## config.mk

```make
export PLATFORM = sky130hd
export DESIGN_NAME = mem_access_stage
export DESIGN_NICKNAME = d
export VERILOG_FILES = /design/src/rtl/mem_access_stage.sv
export SDC_FILE = /design/constraint.sdc
export NUM_CORES = 1
export LEC_CHECK = 0
export ABC_AREA = 1
export CAP_MARGIN = 20
export CORE_AREA = 2 2 143 145
export CTS_CLUSTER_DIAMETER = 100
export DETAILED_ROUTE_END_ITERATION = 10
export DIE_AREA = 0 0 145 147
export GPL_TIMING_DRIVEN = 0
export PLACE_DENSITY_LB_ADDON = 0.25
export SLEW_MARGIN = 10
export SYNTH_ARGS = -nofsm -noshare
export SYNTH_HDL_FRONTEND = slang
export SYNTH_SLANG_ARGS = --single-unit
```

## constraint.sdc

```tcl
create_clock -name clk -period 5.35 [get_ports clk]
set_input_delay 1.605 -clock clk [delete_from_list [all_inputs] [get_ports clk]]
set_output_delay 1.605 -clock clk [all_outputs]
set_load 0.02 [all_outputs]
```

## src/rtl/mem_access_stage.sv

```systemverilog
// RV32 MEM stage: Wishbone-classic loads/stores, misalignment/bus-error detection,
// upstream stall while a transfer is outstanding, and the MEM/WB register.
package mem_access_pkg;
  typedef struct packed {
    logic [31:0] alu_result;
    logic [31:0] rs2_data;
    logic [4:0]  rd;
    logic        mem_read;
    logic        mem_write;
    logic        mem_unsigned;
    logic [1:0]  mem_width;
    logic        reg_write;
    logic        mem_to_reg;
    logic        valid;
  } ex_mem_reg_t;

  typedef struct packed {
    logic [31:0] wb_data;
    logic [4:0]  rd;
    logic        reg_write;
    logic        valid;
  } mem_wb_reg_t;
endpackage

module mem_access_stage
  import mem_access_pkg::*;
(
  input  logic        clk,
  input  logic        rst,
  input  ex_mem_reg_t ex_mem_reg,
  output logic        mem_stall,
  output logic        wb_cyc_o,
  output logic        wb_stb_o,
  output logic        wb_we_o,
  output logic [31:0] wb_adr_o,
  output logic [31:0] wb_dat_o,
  output logic [3:0]  wb_sel_o,
  input  logic [31:0] wb_dat_i,
  input  logic        wb_ack_i,
  input  logic        wb_err_i,
  output mem_wb_reg_t mem_wb_reg,
  output logic        mem_exc,
  output logic [1:0]  mem_exc_cause,
  output logic [31:0] mem_exc_addr
);
  typedef enum logic {IDLE, BUS} state_t;
  state_t state, state_n;

  logic [31:0] addr;
  logic        is_mem, misal, done;
  logic [3:0]  sel;
  logic [31:0] st_data, sh, ld_data, res_data;

  assign addr   = ex_mem_reg.alu_result;
  assign is_mem = ex_mem_reg.valid & (ex_mem_reg.mem_read | ex_mem_reg.mem_write);
  assign misal  = is_mem & ((ex_mem_reg.mem_width == 2'b01 & addr[0]) |
                            (ex_mem_reg.mem_width[1] & (addr[1:0] != 2'b00)));
  assign done   = wb_ack_i | wb_err_i;

  always_comb begin
    sel     = 4'hF;
    st_data = ex_mem_reg.rs2_data;
    case (ex_mem_reg.mem_width)
      2'b00: begin
        sel     = 4'b0001 << addr[1:0];
        st_data = {4{ex_mem_reg.rs2_data[7:0]}};
      end
      2'b01: begin
        sel     = 4'b0011 << addr[1:0];
        st_data = {2{ex_mem_reg.rs2_data[15:0]}};
      end
      default: ;
    endcase
  end

  assign sh = wb_dat_i >> {addr[1:0], 3'b000};

  always_comb begin
    ld_data = wb_dat_i;
    case (ex_mem_reg.mem_width)
      2'b00: ld_data = {{24{~ex_mem_reg.mem_unsigned & sh[7]}}, sh[7:0]};
      2'b01: ld_data = {{16{~ex_mem_reg.mem_unsigned & sh[15]}}, sh[15:0]};
      default: ;
    endcase
  end

  assign res_data = ex_mem_reg.mem_to_reg ? ld_data : ex_mem_reg.alu_result;

  always_comb begin
    state_n       = state;
    mem_stall     = 1'b0;
    mem_exc       = 1'b0;
    mem_exc_cause = 2'd0;
    mem_exc_addr  = 32'd0;
    case (state)
      IDLE: begin
        if (misal) begin
          mem_exc       = 1'b1;
          mem_exc_cause = {1'b0, ex_mem_reg.mem_write};
          mem_exc_addr  = addr;
        end else if (is_mem) begin
          mem_stall = 1'b1;
          state_n   = BUS;
        end
      end
      BUS: begin
        if (wb_err_i) begin
          mem_exc       = 1'b1;
          mem_exc_cause = {1'b1, ex_mem_reg.mem_write};
          mem_exc_addr  = addr;
          state_n       = IDLE;
        end else if (wb_ack_i) begin
          state_n = IDLE;
        end else begin
          mem_stall = 1'b1;
        end
      end
      default: state_n = IDLE;
    endcase
  end

  always_ff @(posedge clk or posedge rst) begin
    if (rst) state <= IDLE;
    else     state <= state_n;
  end

  always_ff @(posedge clk or posedge rst) begin
    if (rst) begin
      wb_cyc_o   <= 1'b0;
      wb_stb_o   <= 1'b0;
      wb_we_o    <= 1'b0;
      wb_adr_o   <= 32'd0;
      wb_dat_o   <= 32'd0;
      wb_sel_o   <= 4'd0;
      mem_wb_reg <= '0;
    end else begin
      // Default is a bubble; only unstalled edges retire an instruction.
      mem_wb_reg <= '0;
      case (state)
        IDLE: begin
          if (is_mem & ~misal) begin
            wb_cyc_o <= 1'b1;
            wb_stb_o <= 1'b1;
            wb_we_o  <= ex_mem_reg.mem_write;
            wb_adr_o <= {addr[31:2], 2'b00};
            wb_sel_o <= sel;
            wb_dat_o <= st_data;
          end else if (ex_mem_reg.valid) begin
            mem_wb_reg.wb_data   <= ex_mem_reg.alu_result;
            mem_wb_reg.rd        <= ex_mem_reg.rd;
            mem_wb_reg.reg_write <= ex_mem_reg.reg_write & ~misal;
            mem_wb_reg.valid     <= 1'b1;
          end
        end
        BUS: begin
          if (done) begin
            wb_cyc_o             <= 1'b0;
            wb_stb_o             <= 1'b0;
            wb_we_o              <= 1'b0;
            mem_wb_reg.wb_data   <= res_data;
            mem_wb_reg.rd        <= ex_mem_reg.rd;
            mem_wb_reg.reg_write <= ex_mem_reg.reg_write & ~wb_err_i;
            mem_wb_reg.valid     <= 1'b1;
          end
        end
        default: ;
      endcase
    end
  end
endmodule

```

==> results.ini, run 1 <==
[outcome]
status = finished, final reports clean

[setup_path]
worstSetupPathType = input port to output port
cp-start-kind = input port
endpoint_kind = output port
cp_data_required_time_ps = 3740
worstPathMaxFanout = 10
crit_arrival_ps = 3680
worst-r2r-cell-count = 4

[finish]
antenna_cells = 0
fin_util_pct = 44.9
final_cell_mix = nand2_1 (277), clkdlybuf4s50_1 (252), dfrtp_1 (108), nor2_1 (82), inv_1 (65)
post_route_cells_drive_above_1_share_pct = 7.94
layout.nets = 1141
largest_reg_flops = 39
layout_commonest_cell = nand2_1
syn_to_final_growth_pct = 57.6

[min_path]
min_delay_path_depth = 2
min_path_type = register to register

[drt]
drc = 0
first_pass_iters = 4
via_count = 5801
wl_met1_mm = 9.97
top_layer_used = met4
antenna_left = 0
route.met2.wl_mm = 10.2
drt_wl_total_mm = 22.1
avgRoutedWirePerCell_um = 17.0
vias_per_cell = 4.45
initialDrtViolationCount = 261
wl_met3_mm = 1.42

[timing]
min_period_over_period_pct = 98.8
drv_slew = 0
fin_skew_ps = 7.44
setup_violations = 0
rsz0062_at_grt = yes
period_needed_ps = 5290
slew_headroom_pct = 58.2
hold_viol = 0
tns_ps = 0
worst_slew_pin_slew_ps = 626
max_freq_mhz = 189

[cts]
root_buffer = clkbuf_16
ctsLongestPathBuffers = 2
tritoncts = built
clock_latency_ps = 350
path_clk_slew_ps = 80
cts_buffers = 9
htreeDepth = 3
numClockSinks = 108
ctsHoldBuffers = 0

[floorplan]
dieArea_mm2 = 0.0213
die_h_um = 147
rows = 52
die_x_um = 145
start_util_pct = 28.5
pin_count = 259
core_area_mm2 = 0.0198

[synthesis]
synth_edf_count = 0
yosys_warnings = 0
ys_types = 29
avgSynthCellArea_um2 = 7.45
yosysSeqAreaShare_pct = 47.8
synth_ff_type = dfrtp_1
async_flop_share_pct = 100
syn-cell-area_mm2 = 0.00565
synth_seq_cells = 108
synth_cells = 758

[power_and_ir_drop]
power_frac_clock_pct = 25.6
p_seq_share_pct = 37.3
power.leakage_uw = 0.00431
combPwrFrac_pct = 37.1
intPower_uw = 1820
powerDensity_mw_per_mm2 = 312
ir_drop_mv = 0.138
power.switching_uw = 958
switching_share_pct = 34.5

[grt]
grt_use_total_pct = 20.7
grt_max_degree = 56
antenna_found_initial = 0
grt_pass1_vias = 5752
gr-total-overflow = 0
grt_first_pass_wirelength_mm = 33.8

[place]
gp_congestion = 0.888
place_hpwl_mm = 17.1
port_buffers = 254

[job]
maxCapViolations = 0

## stage by stage
step                      hold slack (ps)  cells  power, uW  setup WS [ps]  area [um^2]
after global routing                  506   1303       2920          -52.3         8900
after CTS                             490   1300       2800           14.4         8880
after global placement                463   1283       2070           -950         8530
after detailed placement              468   1284       2080           -105         8570
after floorplan                       584    759       1540            899         5650
final                                 484   1303       2780           62.3         8900
## repair_timing
| item | in CTS | in global routing |
|---|---|---|
| gates resized for setup | 5 | 0 |
| endpoints found under the setup margin | 24 | 30 |
| buffers inserted | 0 | 3 |
| pin swaps | 0 | 1 |
## metal layers
layer / vias up / GRT usage, %
met4: 0 / 6.58
met5: - / 0
met3: 20 / 5.16
met2: 184 / 33.5
met1: 2703 / 27.2
li1: 2894 / -
## worst max-delay path: stages
cell,delay [ps]
clkdlybuf4s50_1,460
inv_1,160
nand2_1,120
nand2_2,110
inv_2,60
a21oi_4,270
buf_4,260
nor2_1,60
clkdlybuf4s50_1,560
## cell usage after synthesis, types with 2 or more instances
master	instances	area [um^2]
nor2_4	3	33.8
o211ai_1	8	60.1
nand2_1	277	1040
clkbuf_1	9	33.8
a21oi_1	18	90.1
inv_2	6	22.5
buf_4	9	67.6
nand2_2	8	50.1
o21ai_0	59	295
nand2_4	2	22.5
nand3_2	3	30.0
dfrtp_1	108	2700
inv_1	66	248
o21ai_2	3	26.3
o21ai_1	20	100
buf_6	12	135
nor2_1	82	308
nand3_1	42	210
buf_2	10	50.1
o21a_1	4	30.0
## path summary, 6_finish.rpt
kind | from | endpoint | slack (ps)
worst max register to register | state | wb_dat_o[7] | 3750
worst max-delay path | ex_mem_reg[46] | mem_exc_addr[15] | 60
max in group asynchronous | rst | mem_wb_reg[27] | 3000
min in group asynchronous | rst | mem_wb_reg[2] | 1670
worst min register to register | wb_adr_o[6] | wb_adr_o[6] | 480
worst min-delay path | wb_adr_o[6] | wb_adr_o[6] | 480
## power groups by stage
stage          combinational (uW)  clock [uW]  sequential [uW]
2_1_floorplan                 304           0             1230
6_report                     1030         712             1040
3_3_place_gp                 1020           0             1050
4_1_cts                      1040         733             1040
5_1_grt                      1110         762             1050
3_5_place_dp                 1030           0             1050
## cells by family after synthesis
group / synth area share (%)
other: 0.0664
flip-flops: 47.8
AO/OA/AOI/OAI: 11.1
AND/OR/NAND/NOR: 30.7
buffers and inverters: 10.3
## final cells by class
cell class                 count  area (um^2)
buffer                        42          313
clock buffer                  10          239
clock inverter                 6         70.1
fill                        2008        10900
inverter                      73          284
multi-input combinational    536         2370
sequential                   108         2700
tap                          270          338
timing repair buffer         258         2590
Note: power is estimated with default switching activity, not from simulation.
==> run 2: changes to the inputs <==
--- a/config.mk
+++ b/config.mk
@@ -11,6 +11,7 @@
 export CTS_CLUSTER_DIAMETER = 100
 export DETAILED_ROUTE_END_ITERATION = 10
 export DIE_AREA = 0 0 145 147
+export DONT_BUFFER_PORTS = 1
 export GPL_TIMING_DRIVEN = 0
 export PLACE_DENSITY_LB_ADDON = 0.25
 export SLEW_MARGIN = 10
==> run 2 against run 1 <==
  * Worst hold slack better by 140 ps
  * Setup slack better by 790 ps
  * Count of clock-buffer cells in the layout down 1
  * Via count shrank 15%
  * Fmax grew 17%
  * Wire length is 5.0% lower
  * Critical path type unchanged
==> results.ini, run 2 (synthesized netlist as in run 1, its figures left out) <==
[timing]
timing.final.ws_setup_ps = 848  ; +786 ps
worst_slew_pin_slew_ps = 555  ; -71.0 ps
rsz0062_at_grt = no
period_needed_ps = 4500  ; -786 ps
min_period_over_period_pct = 84.1  ; -15 points
fin_skew_ps = 7.54  ; +0.0952 ps
drv_slew = 0  ; unchanged
max_freq_mhz = 222  ; +17%
holdWs_ps = 623  ; +140 ps
setup_violations = 0  ; unchanged
hold_viol = 0  ; unchanged
slew_headroom_pct = 63.0  ; +4.7 points

[grt]
grt_first_pass_wirelength_mm = 32.0  ; -5.5%
grt_pass1_vias = 5053  ; -12%
grt_use_total_pct = 19.9  ; -0.78 points
gr-total-overflow = 0  ; unchanged
antenna_found_initial = 0  ; unchanged
grt_max_degree = 56  ; unchanged

[finish]
postLayoutCellArea_mm2 = 0.00632  ; -29%
multi_input_area_mm2 = 0.00237  ; unchanged
syn_to_final_growth_pct = 11.8
seq_area_mm2 = 0.00270  ; unchanged
largest_reg_flops = 39  ; unchanged
layout_commonest_cell = nand2_1
antenna_cells = 0  ; unchanged
post_route_cells_drive_above_1_share_pct = 10.2  ; +2.2 points
final_cell_mix = nand2_1 (277), dfrtp_1 (108), nor2_1 (82), inv_1 (65), o21ai_0 (59)
layout.nets = 884  ; -23%
fill_cells = 2179  ; +8.5%

[floorplan]
core_area_mm2 = 0.0198  ; unchanged
pin_count = 259  ; unchanged
die_h_um = 147  ; unchanged
rows = 52  ; unchanged
start_util_pct = 28.5  ; unchanged
dieArea_mm2 = 0.0213  ; unchanged
die_x_um = 145  ; unchanged

[setup_path]
crit_arrival_ps = 2900  ; -780 ps
worst-r2r-cell-count = 5  ; +1
crit_buf_inv = 4  ; -1
worstSetupPathType = input port to output port
cp-startpoint = ex_mem_reg[4]
cp-start-kind = input port
r2r_start = state
crit_path_cell_trace = buf_6 > inv_6 > nand2_1 > nand2_2 > inv_2 > a21oi_4 > buf_2 > nor2_1
max_stage_delay_ps = 340  ; -220 ps
slowest_stage = buf_2
endpoint_kind = output port
cp_data_required_time_ps = 3740  ; about the same
crit_family = buffers and inverters
worstPathMaxFanout = 10  ; unchanged
r2r_end = state
rrSetupSlack_ps = 3760  ; about the same

[cts]
path_clk_slew_ps = 70  ; about the same
ctsHoldBuffers = 0  ; unchanged
cts_setup_buffers = 0  ; unchanged
numClockSinks = 108  ; unchanged
tritoncts = built
ctsLongestPathBuffers = 2  ; unchanged
clock_latency_ps = 360  ; about the same
cts_resized = 0  ; -5
root_buffer = clkbuf_16
cts_buffers = 9  ; unchanged
htreeDepth = 3  ; unchanged

[drt]
vias_per_cell = 4.72  ; +6.1%
antenna_left = 0  ; unchanged
avgRoutedWirePerCell_um = 20.1  ; +18%
via_count = 4940  ; -15%
initialDrtViolationCount = 247  ; -5.4%
drt_wl_total_mm = 21.0  ; -5.0%
drc = 0  ; unchanged
first_pass_iters = 5  ; +1

[place]
pre_cts_ws_ps = 813  ; +917 ps
place_hpwl_mm = 16.5  ; -3.3%
placedInstanceArea_mm2 = 0.00602  ; -30%
port_buffers = 0  ; -100%
gp_congestion = 0.823  ; -7.4%

[power_and_ir_drop]
ir_drop_mv = 0.136  ; -1.5%
powerDensity_mw_per_mm2 = 367  ; +18%
power.total_uw = 2320  ; -16%
power.leakage_uw = 0.00333  ; -23%

[min_path]
hold_path_end = wb_adr_o[11]
min_delay_path_depth = 2  ; unchanged
min_path_type = register to register
min_from = wb_adr_o[11]

[job]
maxCapViolations = 0  ; unchanged

[outcome]
status = finished, final reports clean

-- run 2: cell count changes in the layout (fill, tap and decap cells not counted) --
cell	change
clkinv_8	+1
clkinvlp_4	-1
buf_2	+3
buf_4	-6
clkinv_2	-1
dlygate4sd2_1	-2
bufinv_16	-1
clkbuf_8	-1
inv_6	+1
clkdlybuf4s50_1	-252
clkinv_4	+2
-- run 2: worst max path at each step --
stage,endpoint,cells past startpoint,slack [ps]
floorplan,mem_wb_reg[0],1,900
global placement,mem_wb_reg[7],1,-570
detailed placement,mem_exc_addr[29],8,810
CTS,mem_exc_addr[29],8,810
global route,mem_exc_addr[20],8,740
finish,mem_exc_addr[29],8,850
-- run 2: worst register-to-register path, delay by kind of cell (launching register included) --
kind,cells,cell delay [ps]
buffers and inverters,2,400
DFF,1,450
and+or+nand+nor,3,640
-- run 2: per-stage QoR --
step	std cells	util, %	setup TNS (ps)
final	1046	31.8	0
after global placement	1029	30.2	-60140
after detailed placement	1030	30.4	0
after CTS	1046	31.8	0
after floorplan	759	-	0
after global routing	1046	31.8	0
-- run 2: metal layers --
layer  share of wire, %  GRT usage (%)  wire [um]
met3                 11           8.11       2240
met1                 40           24.1       8460
met2                 47           32.4       9860
met4                2.1           6.04        448
met5                  0              0          0
-- run 2: area by class of cell --
cell class | instances | share of cell area, %
Clock inverter | 7 | 1.11
Timing Repair Buffer | 1 | 0.436
Multi-Input combinational cell | 536 | 37.5
Buffer | 42 | 4.83
Clock buffer | 9 | 3.56
Sequential cell | 108 | 42.8
Inverter | 73 | 4.49
Tap cell | 270 | 5.35
-- run 2: power by group --
| part | internal, uW | switching, uW | total, uW |
|---|---|---|---|
| registers | 961 | 297 | 1260 |
| logic | 129 | 263 | 392 |
| clock network | 329 | 342 | 671 |
| total | 1420 | 902 | 2320 |
